==> src/rtl/ram_arb_pkg.sv <==
// ram_arb_pkg: shared types for the RAM port arbiter.
// FSM states, access size codes, port ids and the alignment rule.
package ram_arb_pkg;

    typedef enum logic [1:0] {
        ST_IDLE,
        ST_ACCESS,
        ST_DONE,
        ST_ERR
    } state_t;

    typedef enum logic {
        PORT_F,
        PORT_D
    } port_t;

    localparam logic [1:0] SZ_BYTE = 2'b00;
    localparam logic [1:0] SZ_HALF = 2'b01;
    localparam logic [1:0] SZ_WORD = 2'b11;

    // Reserved size code 2'b10 is never aligned.
    function automatic logic is_aligned(
        input logic [1:0] size,
        input logic [1:0] addr
    );
        logic ok;
        ok = 1'b0;
        case (size)
            SZ_BYTE: ok = 1'b1;
            SZ_HALF: ok = ~addr[0];
            SZ_WORD: ok = (addr == 2'b00);
            default: ok = 1'b0;
        endcase
        return ok;
    endfunction

endpackage

==> src/rtl/ram_arb_timer.sv <==
// ram_arb_timer: access watchdog, counts ACCESS cycles.
// Ports: clk, rst_n, clr (grant), en (in ACCESS), expired (count hits TIMEOUT this edge).
module ram_arb_timer #(
    parameter int unsigned TIMEOUT = 64
) (
    input  logic clk,
    input  logic rst_n,
    input  logic clr,
    input  logic en,
    output logic expired
);

    localparam int unsigned CW = $clog2(TIMEOUT + 1);

    logic [CW-1:0] cnt;

    // High in the cycle whose closing edge brings the count to TIMEOUT.
    assign expired = en && (cnt == CW'(TIMEOUT - 1));

    always_ff @(negedge clk or negedge rst_n) begin
        if (!rst_n) begin
            cnt <= '0;
        end else if (clr) begin
            cnt <= '0;
        end else if (en && (cnt != CW'(TIMEOUT))) begin
            cnt <= cnt + CW'(1);
        end
    end

endmodule

==> src/rtl/ram_arbiter.sv <==
// ram_arbiter: round-robin share of the RAM port between fetch and data.
// Ports: f_*/d_* MFA/MFC requesters, ram_* RAM side, rdata shared read data.
module ram_arbiter
    import ram_arb_pkg::*;
#(
    parameter int unsigned TIMEOUT = 64,
    parameter int unsigned AW      = 9
) (
    input  logic          Clk,
    input  logic          reset,
    input  logic          f_mfa,
    input  logic          d_mfa,
    input  logic [AW-1:0] f_addr,
    input  logic [AW-1:0] d_addr,
    input  logic          d_rw,
    input  logic [1:0]    f_size,
    input  logic [1:0]    d_size,
    input  logic [31:0]   d_wdata,
    output logic          f_mfc,
    output logic          d_mfc,
    output logic          f_err,
    output logic          d_err,
    output logic [31:0]   rdata,
    output logic          ram_mfa,
    output logic          ram_rw,
    output logic [1:0]    ram_size,
    output logic [AW-1:0] ram_addr,
    output logic [31:0]   ram_wdata,
    input  logic          ram_mfc,
    input  logic [31:0]   ram_rdata
);

    state_t state;
    port_t  gnt;
    port_t  last;
    logic   blk_f;
    logic   blk_d;

    logic          f_el;
    logic          d_el;
    logic          pick_f;
    logic          take;
    logic          in_acc;
    logic          sel_ok;
    logic          expired;
    logic          fin_f;
    logic          fin_d;
    logic [AW-1:0] sel_addr;
    logic [1:0]    sel_size;
    logic          sel_rw;
    logic [31:0]   sel_wdata;

    always_comb begin
        f_el      = f_mfa & ~blk_f;
        d_el      = d_mfa & ~blk_d;
        // Tie goes to the port that did not win the previous grant.
        pick_f    = f_el & (~d_el | (last == PORT_D));
        take      = (state == ST_IDLE) & (f_el | d_el);
        in_acc    = (state == ST_ACCESS);
        sel_addr  = pick_f ? f_addr : d_addr;
        sel_size  = pick_f ? f_size : d_size;
        sel_rw    = pick_f ? 1'b0 : d_rw;
        sel_wdata = pick_f ? 32'h0 : d_wdata;
        sel_ok    = is_aligned(sel_size, sel_addr[1:0]);
        fin_f     = 1'b0;
        fin_d     = 1'b0;
        if (take && !sel_ok) begin
            fin_f = pick_f;
            fin_d = ~pick_f;
        end else if (in_acc && (ram_mfc || expired)) begin
            fin_f = (gnt == PORT_F);
            fin_d = (gnt == PORT_D);
        end
    end

    ram_arb_timer #(
        .TIMEOUT(TIMEOUT)
    ) u_timer (
        .clk    (Clk),
        .rst_n  (reset),
        .clr    (take),
        .en     (in_acc),
        .expired(expired)
    );

    always_ff @(negedge Clk or negedge reset) begin
        if (!reset) begin
            state     <= ST_IDLE;
            gnt       <= PORT_F;
            last      <= PORT_D;
            blk_f     <= 1'b0;
            blk_d     <= 1'b0;
            f_mfc     <= 1'b0;
            d_mfc     <= 1'b0;
            f_err     <= 1'b0;
            d_err     <= 1'b0;
            rdata     <= '0;
            ram_mfa   <= 1'b0;
            ram_rw    <= 1'b0;
            ram_size  <= '0;
            ram_addr  <= '0;
            ram_wdata <= '0;
        end else begin
            f_mfc <= 1'b0;
            d_mfc <= 1'b0;
            f_err <= 1'b0;
            d_err <= 1'b0;
            // A finished port stays blocked until it drops its request.
            blk_f <= fin_f | (blk_f & f_mfa);
            blk_d <= fin_d | (blk_d & d_mfa);
            unique case (state)
                ST_IDLE: begin
                    if (take) begin
                        gnt       <= pick_f ? PORT_F : PORT_D;
                        last      <= pick_f ? PORT_F : PORT_D;
                        ram_addr  <= sel_addr;
                        ram_rw    <= sel_rw;
                        ram_size  <= sel_size;
                        ram_wdata <= sel_wdata;
                        if (sel_ok) begin
                            state   <= ST_ACCESS;
                            ram_mfa <= 1'b1;
                        end else begin
                            state <= ST_ERR;
                            f_mfc <= pick_f;
                            f_err <= pick_f;
                            d_mfc <= ~pick_f;
                            d_err <= ~pick_f;
                        end
                    end
                end
                ST_ACCESS: begin
                    // Completion beats the watchdog on the same edge.
                    if (ram_mfc) begin
                        state   <= ST_DONE;
                        ram_mfa <= 1'b0;
                        if (!ram_rw) begin
                            rdata <= ram_rdata;
                        end
                        f_mfc <= (gnt == PORT_F);
                        d_mfc <= (gnt == PORT_D);
                    end else if (expired) begin
                        state   <= ST_ERR;
                        ram_mfa <= 1'b0;
                        f_mfc   <= (gnt == PORT_F);
                        f_err   <= (gnt == PORT_F);
                        d_mfc   <= (gnt == PORT_D);
                        d_err   <= (gnt == PORT_D);
                    end
                end
                ST_DONE: state <= ST_IDLE;
                ST_ERR:  state <= ST_IDLE;
                default: state <= ST_IDLE;
            endcase
        end
    end

endmodule

==> config.mk <==
export PLATFORM = sky130hd
export DESIGN_NAME = ram_arbiter
export DESIGN_NICKNAME = d
export VERILOG_FILES = /design/src/rtl/ram_arb_pkg.sv /design/src/rtl/ram_arb_timer.sv /design/src/rtl/ram_arbiter.sv
export SDC_FILE = /design/constraint.sdc
export NUM_CORES = 1
export LEC_CHECK = 0
export ABC_AREA = 1
export BUFFER_PORTS_ARGS = -buffer_cell sky130_fd_sc_hd__buf_2
export CORE_UTILIZATION = 50
export DETAILED_ROUTE_END_ITERATION = 16
export PLACE_DENSITY = 0.83
export SLEW_MARGIN = 40
export SYNTH_ARGS = -nofsm -noshare
export SYNTH_HDL_FRONTEND = slang
export SYNTH_SLANG_ARGS = --single-unit
export TNS_END_PERCENT = 5
==> constraint.sdc <==
create_clock -name Clk -period 2.9 [get_ports Clk]
set_input_delay 0.58 -clock Clk [delete_from_list [all_inputs] [get_ports Clk]]
set_output_delay 0.58 -clock Clk [all_outputs]
set_load 0.05 [all_outputs]
Yosys cells after proc, flatten, opt, wreduce, memory -nomap -nowiden --
Cells that the tools add are included.
Storage, ports and cells: register bits after elaboration 94, input port bits 92, logic and storage cells 96
Operators by class: add/subtract/negate cells 1, equality and inequality tests 10, mux-type cells 36, bitwise gates (word level) 17, reductions and logical operators 16
Operator list (number):
- $mux 32 | 1
- $mux 1 | 20
- $mux 7 | 2
- $mux 2 | 5
- $pmux 1 s2 | 5
- $mux 9 | 1
- $add 7x1->7 const B | 1
- $eq 7x6->1 const B | 1
- $ne 7x7->1 const B | 1
- $not 1->1 | 7
- $and 1x1->1 | 6
- $eq 2x2->1 const B | 3
- $logic_not 2->1 | 3
- $pmux 2 s3 | 1
- $eq 2x1->1 const B | 2
- $logic_and 1x1->1 | 4
- $ne 2x2->1 const B | 2
- $or 1x1->1 | 4
- $reduce_and 2->1 | 2
- $reduce_and 4->1 | 1
- $reduce_bool 2->1 | 2
- $ne 3x3->1 const B | 1
- $pmux 1 s3 | 1
- $reduce_and 3->1 | 1
- other kinds (3) | 3

Longest topological paths before layout --
Gate-level depths: netlist of run 1.
depth after elaboration 12, mapped depth 13

Modules after synthesis --
Synthesis of run 1 repeated with hierarchy kept, for this count alone.
Unflattened totals: cells, all modules 330, area, all modules 3928.8 µm²
By module, submodules not included:
- ram_arbiter | instances 1, cells each 270, area each 3503.4 µm², sequential area each 2178.3 µm²
- ram_arb_timer | instances 1, cells each 60, area each 425.4 µm², sequential area each 175.2 µm²

==> results.json, run 1 <==
{
  "syn_avg_cell_area_sq_um": 12.2,
  "cp_top_family": "flip-flops",
  "setup_viol": 81,
  "cp_slowest_cell": "dfrtn_1",
  "synth.area.top_cells": "dfrtn_1 (60%), a22o_1 (7.2%), mux2_1 (6.7%)",
  "ys.flop_type": "dfrtn_1",
  "p_int_mw": 4.07,
  "nets": 610,
  "drv_cap": 0,
  "synth.ff_latch_count": 94,
  "grt_max_degree": 36,
  "rr_worst_depth": 12,
  "cts_sinks": 94,
  "power_frac_comb_pct": 59.1,
  "synthesis.nets": 412,
  "drtIter0Drc": 88,
  "rsz0062_at_grt": "yes",
  "multi_input_area_sq_um": 1350,
  "yosysTopAreaCellShare_pct": 59.8,
  "vias_per_cell": 5.21,
  "fill_cells": 457,
  "first_global_vias": 3350,
  "initial_utilization_pct": 52.6,
  "violations": "negative setup slack",
  "hold_slack_ns": 0.447,
  "insertion_delay_ns": 0.40,
  "switching_share_pct": 49.0,
  "grt-ovfl-total": 0,
  "hpwl_um": 6970,
  "fin_skew_ns": 0.0666,
  "vias": 3230,
  "io_buffers": 172,
  "fp.coreArea_sq_um": 7410,
  "sequentialPowerShare_pct": 30.0,
  "place_inst": 601,
  "reg2reg_to": "ram_mfa",
  "slew_headroom_pct": 67.6,
  "tns_ns": -6.21,
  "drv_slew": 0,
  "final_cells": 620,
  "die_y_um": 90.2,
  "syn_area_sq_um": 3890,
  "crit_path_cell_trace": "buf_6",
  "firstDrtPassIters": 4,
  "antenna_cells": 0,
  "wl_per_cell_um": 16.8,
  "dp_slack_ns": -0.369,
  "power_density_nw_per_um2": 1370,
  "crit_fanout": 2,
  "yosys_warnings": 0,
  "crit_cells": 1,
  "p_leak_nw": 2.96,
  "io_pins": 173,
  "end_kind": "primary output",
  "antenna_found_initial": 0,
  "drtAntennaViolNets": 0,
  "regArea_sq_um": 2350,
  "fp.dieArea_sq_um": 8140,
  "root_buffer": "clkbuf_8",
  "gp_congestion": 0.811,
  "clkSlewWorstSetupHoldPaths_ns": 0.08,
  "grt_pass1_wl_um": 17100,
  "worstReg2RegStart": "last",
  "tritoncts": "built",
  "p_clk_share_pct": 10.9,
  "r2r_setup_slack_ns": 1.23,
  "startpoint_type": "register",
  "required_ns": 2.32,
  "finalHoldViolations": 0,
  "grt_util_all_layers_pct": 27.2,
  "synth-edff-count": 0,
  "syn_to_final_growth_pct": 49.2,
  "yosysTopAreaCell": "dfrtn_1",
  "fin_ws_ns": -0.131,
  "syn_inst": 318,
  "max_slew.worst_pin.slew_ns": 0.486,
  "wl_um": 10400,
  "holdPathStages": 2,
  "synth-seq-area-share_pct": 60.4,
  "critPathLaunch": "rdata[2]",
  "die_w_um": 90.2,
  "route.detailed.drc": 0,
  "worstPathArrival_ns": 2.45,
  "worstSetupPathType": "register to primary output",
  "p_sw_mw": 3.91,
  "cp-endpoint": "rdata[2]",
  "cts_buffers": 9,
  "htree_levels": 3,
  "synth.distinct_cells": 34,
  "slowest_delay_ns": 0.48,
  "synth-async-reset-ratio_pct": 100,
  "worstPathBufferInverterCount": 1,
  "drive_gt1_share_pct": 49.1,
  "max-vdd-ir-drop_mv": 0.698,
  "rows": 31,
  "hp-class": "register to register",
  "status": "finished with violations",
  "cts_buffer_depth": 2
}
[per-layer routing]
layer  up-vias  routed length (um)  GRT usage [%]
li1       1486                   -              -
met1      1581                4170           32.3
met2       143                5390           47.8
met3        20                 624           6.85
met4         0                 249           9.54
met5         -                   0              0
[flip-flops by register name, indices dropped and copies added (netlist names), 2 cells and up]
signal	flops
state	2
rdata	32
ram_wdata	32
ram_addr	9
ram_size	2
u_timer.cnt	7
[worst min-delay path by stage]
stage                        start             end  slack, ns
finish                     ram_mfa         ram_mfa       0.45
detailed placement         ram_mfa         ram_mfa       0.42
floorplan           u_timer.cnt[2]  u_timer.cnt[2]       0.41
global placement           ram_mfa         ram_mfa       0.42
global route              rdata[9]        rdata[9]       0.48
CTS                        ram_mfa         ram_mfa       0.45
[timing repair]
action	in CTS	in global routing
resized for setup	162	1
endpoints found under the setup margin	81	87
setup buffers	1	2
hold buffers	0	0
[area by class of cell]
class,instances,share of cell area (%)
Inverter,24,1.77
Clock inverter,8,1.42
Clock buffer,9,2.13
Multi-Input combinational cell,185,23.2
Sequential cell,94,40.5
Timing Repair Buffer,201,28.9
Tap cell,99,2.13
[power groups by stage]
stage | Clock [mW] | Combinational (mW) | Sequential [mW]
after CTS | 0.874 | 4.68 | 2.37
after floorplan | 0.00431 | 1.17 | 4.06
final | 0.867 | 4.71 | 2.40
after detailed placement | 0.00431 | 4.05 | 2.26
after global routing | 0.928 | 4.93 | 2.46
after global placement | 0.00431 | 3.97 | 2.23
[placed cells by master, fill, tap and decap left out, drive strengths merged]
cell,Yosys,routed
ha,2,2
clkinv,1,6
o22ai,2,2
buf,12,200
dfstp,1,1
nand4,1,1
inv,24,26
o211ai,1,1
nand3,14,14
a22o,32,32
clkbuf,2,10
a31oi,3,3
xor2,1,1
o21a,1,1
dfrtn,93,93
a21oi,3,3
nor2,20,20
o21ai,23,23
o31ai,2,2
mux2,32,32
nand2,47,47
nor3,1,1
[through the flow]
stage / power, mW / cell area, sq um / utilization (%)
2_1_floorplan: 5.24 / 3920 / -
3_3_place_gp: 6.21 / 5080 / 68.5
3_5_place_dp: 6.31 / 5080 / 68.5
4_1_cts: 7.92 / 5790 / 78.2
5_1_grt: 8.32 / 5810 / 78.4
6_report: 7.98 / 5810 / 78.4
[kinds of logic (layout without fill, tap and decap cells)]
| family | count (synthesis) | after routing | synth area share (%) |
|---|---|---|---|
| AO/OA/AOI/OAI | 67 | 67 | 12.3 |
| XOR/XNOR | 1 | 1 | 0.225 |
| adder cells (fa/ha/maj) | 2 | 2 | 0.643 |
| buffers and inverters | 39 | 242 | 5.37 |
| flip-flops | 94 | 94 | 60.4 |
| multiplexers | 32 | 32 | 9.25 |
| AND/OR/NAND/NOR | 83 | 83 | 11.8 |
[synthesized netlist by cell type (7+ instances only)]
master / count
nand2_1: 33
mux2_1: 23
nor2_1: 17
nand3_1: 11
dfrtn_1: 93
nand2_4: 9
o21ai_1: 11
o21ai_0: 12
inv_1: 17
inv_2: 7
mux2_2: 9
a22o_1: 32
Power figures use the tool's default switching activity.
==> run 2, diff against run 1 <==
- CORE_UTILIZATION: 50 -> 27
- PLACE_DENSITY: 0.83 -> 0.5
==> run 2 against run 1 <==
  * Sequential power hardly changed
  * The run still ends with negative setup slack left
  * Highest routed layer unchanged
  * Largest cell class unchanged
  * Clock skew decreased by 0.013 ns
  * Routed wire length shrank 13%
  * Combinational power is 3% lower
==> results.json, run 2 (synthesis results as in run 1) <==
{
  "status": "finished with violations",
  "violations": "negative setup slack",
  "route.detailed.drc": 0,
  "cts_buffer_depth": 2,
  "startpoint_type": "register",
  "grt_util_all_layers_pct": 12.8,
  "antenna_cells": 0,
  "drtIter0Drc": 99,
  "fin_skew_ns": 0.0533,
  "p_leak_nw": 2.96,
  "end_kind": "primary output",
  "firstDrtPassIters": 4,
  "fp.dieArea_sq_um": 14900,
  "tritoncts": "built",
  "grt-ovfl-total": 0,
  "drive_gt1_share_pct": 48.2,
  "crit_path_cell_trace": "buf_6",
  "worstPathBufferInverterCount": 1,
  "die_w_um": 122,
  "htree_levels": 3,
  "rows": 43,
  "die_y_um": 122,
  "crit_fanout": 2,
  "vias_per_cell": 4.40,
  "max-vdd-ir-drop_mv": 0.578,
  "dp_slack_ns": -0.443,
  "power_density_nw_per_um2": 1370,
  "hp-class": "register to register",
  "layout_commonest_cell": "dfrtn_1",
  "antenna_found_initial": 0,
  "insertion_delay_ns": 0.39,
  "cts_sinks": 94,
  "hpwl_um": 6760,
  "clkSlewWorstSetupHoldPaths_ns": 0.05,
  "first_global_vias": 3045,
  "finalHoldViolations": 0,
  "drv_cap": 0,
  "fp.coreArea_sq_um": 14000,
  "slew_headroom_pct": 65.2,
  "fin_ws_ns": -0.0925,
  "io_pins": 173,
  "final_cell_mix": "dfrtn_1 (93), buf_2 (88), buf_6 (81)",
  "worstSetupPathType": "register to primary output",
  "worstPathArrival_ns": 2.41,
  "reg_top3": "ram_wdata (32), rdata (32), ram_addr (9)",
  "hold_slack_ns": 0.438,
  "grt_max_degree": 40,
  "post-route-util_pct": 42.6,
  "required_ns": 2.32,
  "drv_slew": 0,
  "max_slew.worst_pin.slew_ns": 0.522,
  "nets": 603,
  "wl_per_cell_um": 13.1,
  "grt_pass1_wl_um": 14600,
  "vias": 3051,
  "syn_to_final_growth_pct": 53.2,
  "ctsHoldBuffers": 0,
  "io_buffers": 172,
  "rsz0062_at_grt": "yes",
  "root_buffer": "clkbuf_16",
  "cts_buffers": 9,
  "cp_slowest_cell": "dfrtn_1",
  "gp_congestion": 0.746,
  "cp_top_family": "flip-flops",
  "wl_um": 9100,
  "slowest_delay_ns": 0.44,
  "initial_utilization_pct": 27.8,
  "drtAntennaViolNets": 0,
  "setup_viol": 81
}
[run 2: cell types whose count changed in the layout (fill, tap and decap cells not counted), sizes merged]
cell,change
bufinv,+1
clkbuf,+2
clkinvlp,+2
buf,-6
clkinv,-5
inv,-1
[run 2: report_power, final]
group,internal [mW],switching [mW]
Clock,0.720,0.492
Combinational,1.74,2.86
Sequential,1.95,0.421
[run 2: timing repair]
action,CTS,global route
pin swaps,1,3
setup buffers,0,0
gates resized for setup,163,6
endpoints found under the setup margin,99,118
[run 2: path summary, 6_finish.rpt]
check | start | to | slack [ns] | cells past startpoint
max | ram_wdata[2] | ram_wdata[2] | -0.09 | 1
max in group asynchronous | reset | rdata[24] | 0.92 | 2
min | u_timer.cnt[2] | u_timer.cnt[2] | 0.44 | 1
min in group asynchronous | reset | u_timer.cnt[2] | 1.44 | 1
max reg2reg | last | ram_mfa | 1.26 | 12
min reg2reg | u_timer.cnt[2] | u_timer.cnt[2] | 0.44 | 1
[run 2: layout make-up]
type | instances | area [sq um]
inverter | 24 | 108
fill | 1341 | 8020
tap | 180 | 225
sequential | 94 | 2350
timing repair buffer | 194 | 1600
clock buffer | 12 | 256
clock inverter | 5 | 57.6
multi-input combinational | 185 | 1360
[run 2: stage by stage]
stage          setup TNS [ns]  power (mW)  area, sq um  cells
6_report                -5.24        8.17         5960    694
4_1_cts                 -6.74        8.26         5940    694
2_1_floorplan          -0.789        5.24         3920    318
3_3_place_gp           -18.92        6.20         5120    678
3_5_place_dp           -21.33        6.26         5120    678
5_1_grt                 -8.45        8.62         5960    694
[run 2: metal layers]
layer | up-vias | wire [um] | GRT usage, %
met3 | 6 | 722 | 4.96
met5 | - | 0 | 0
li1 | 1477 | - | -
met2 | 126 | 4100 | 19.8
met4 | 0 | 78 | 3.35
met1 | 1442 | 4200 | 16.5
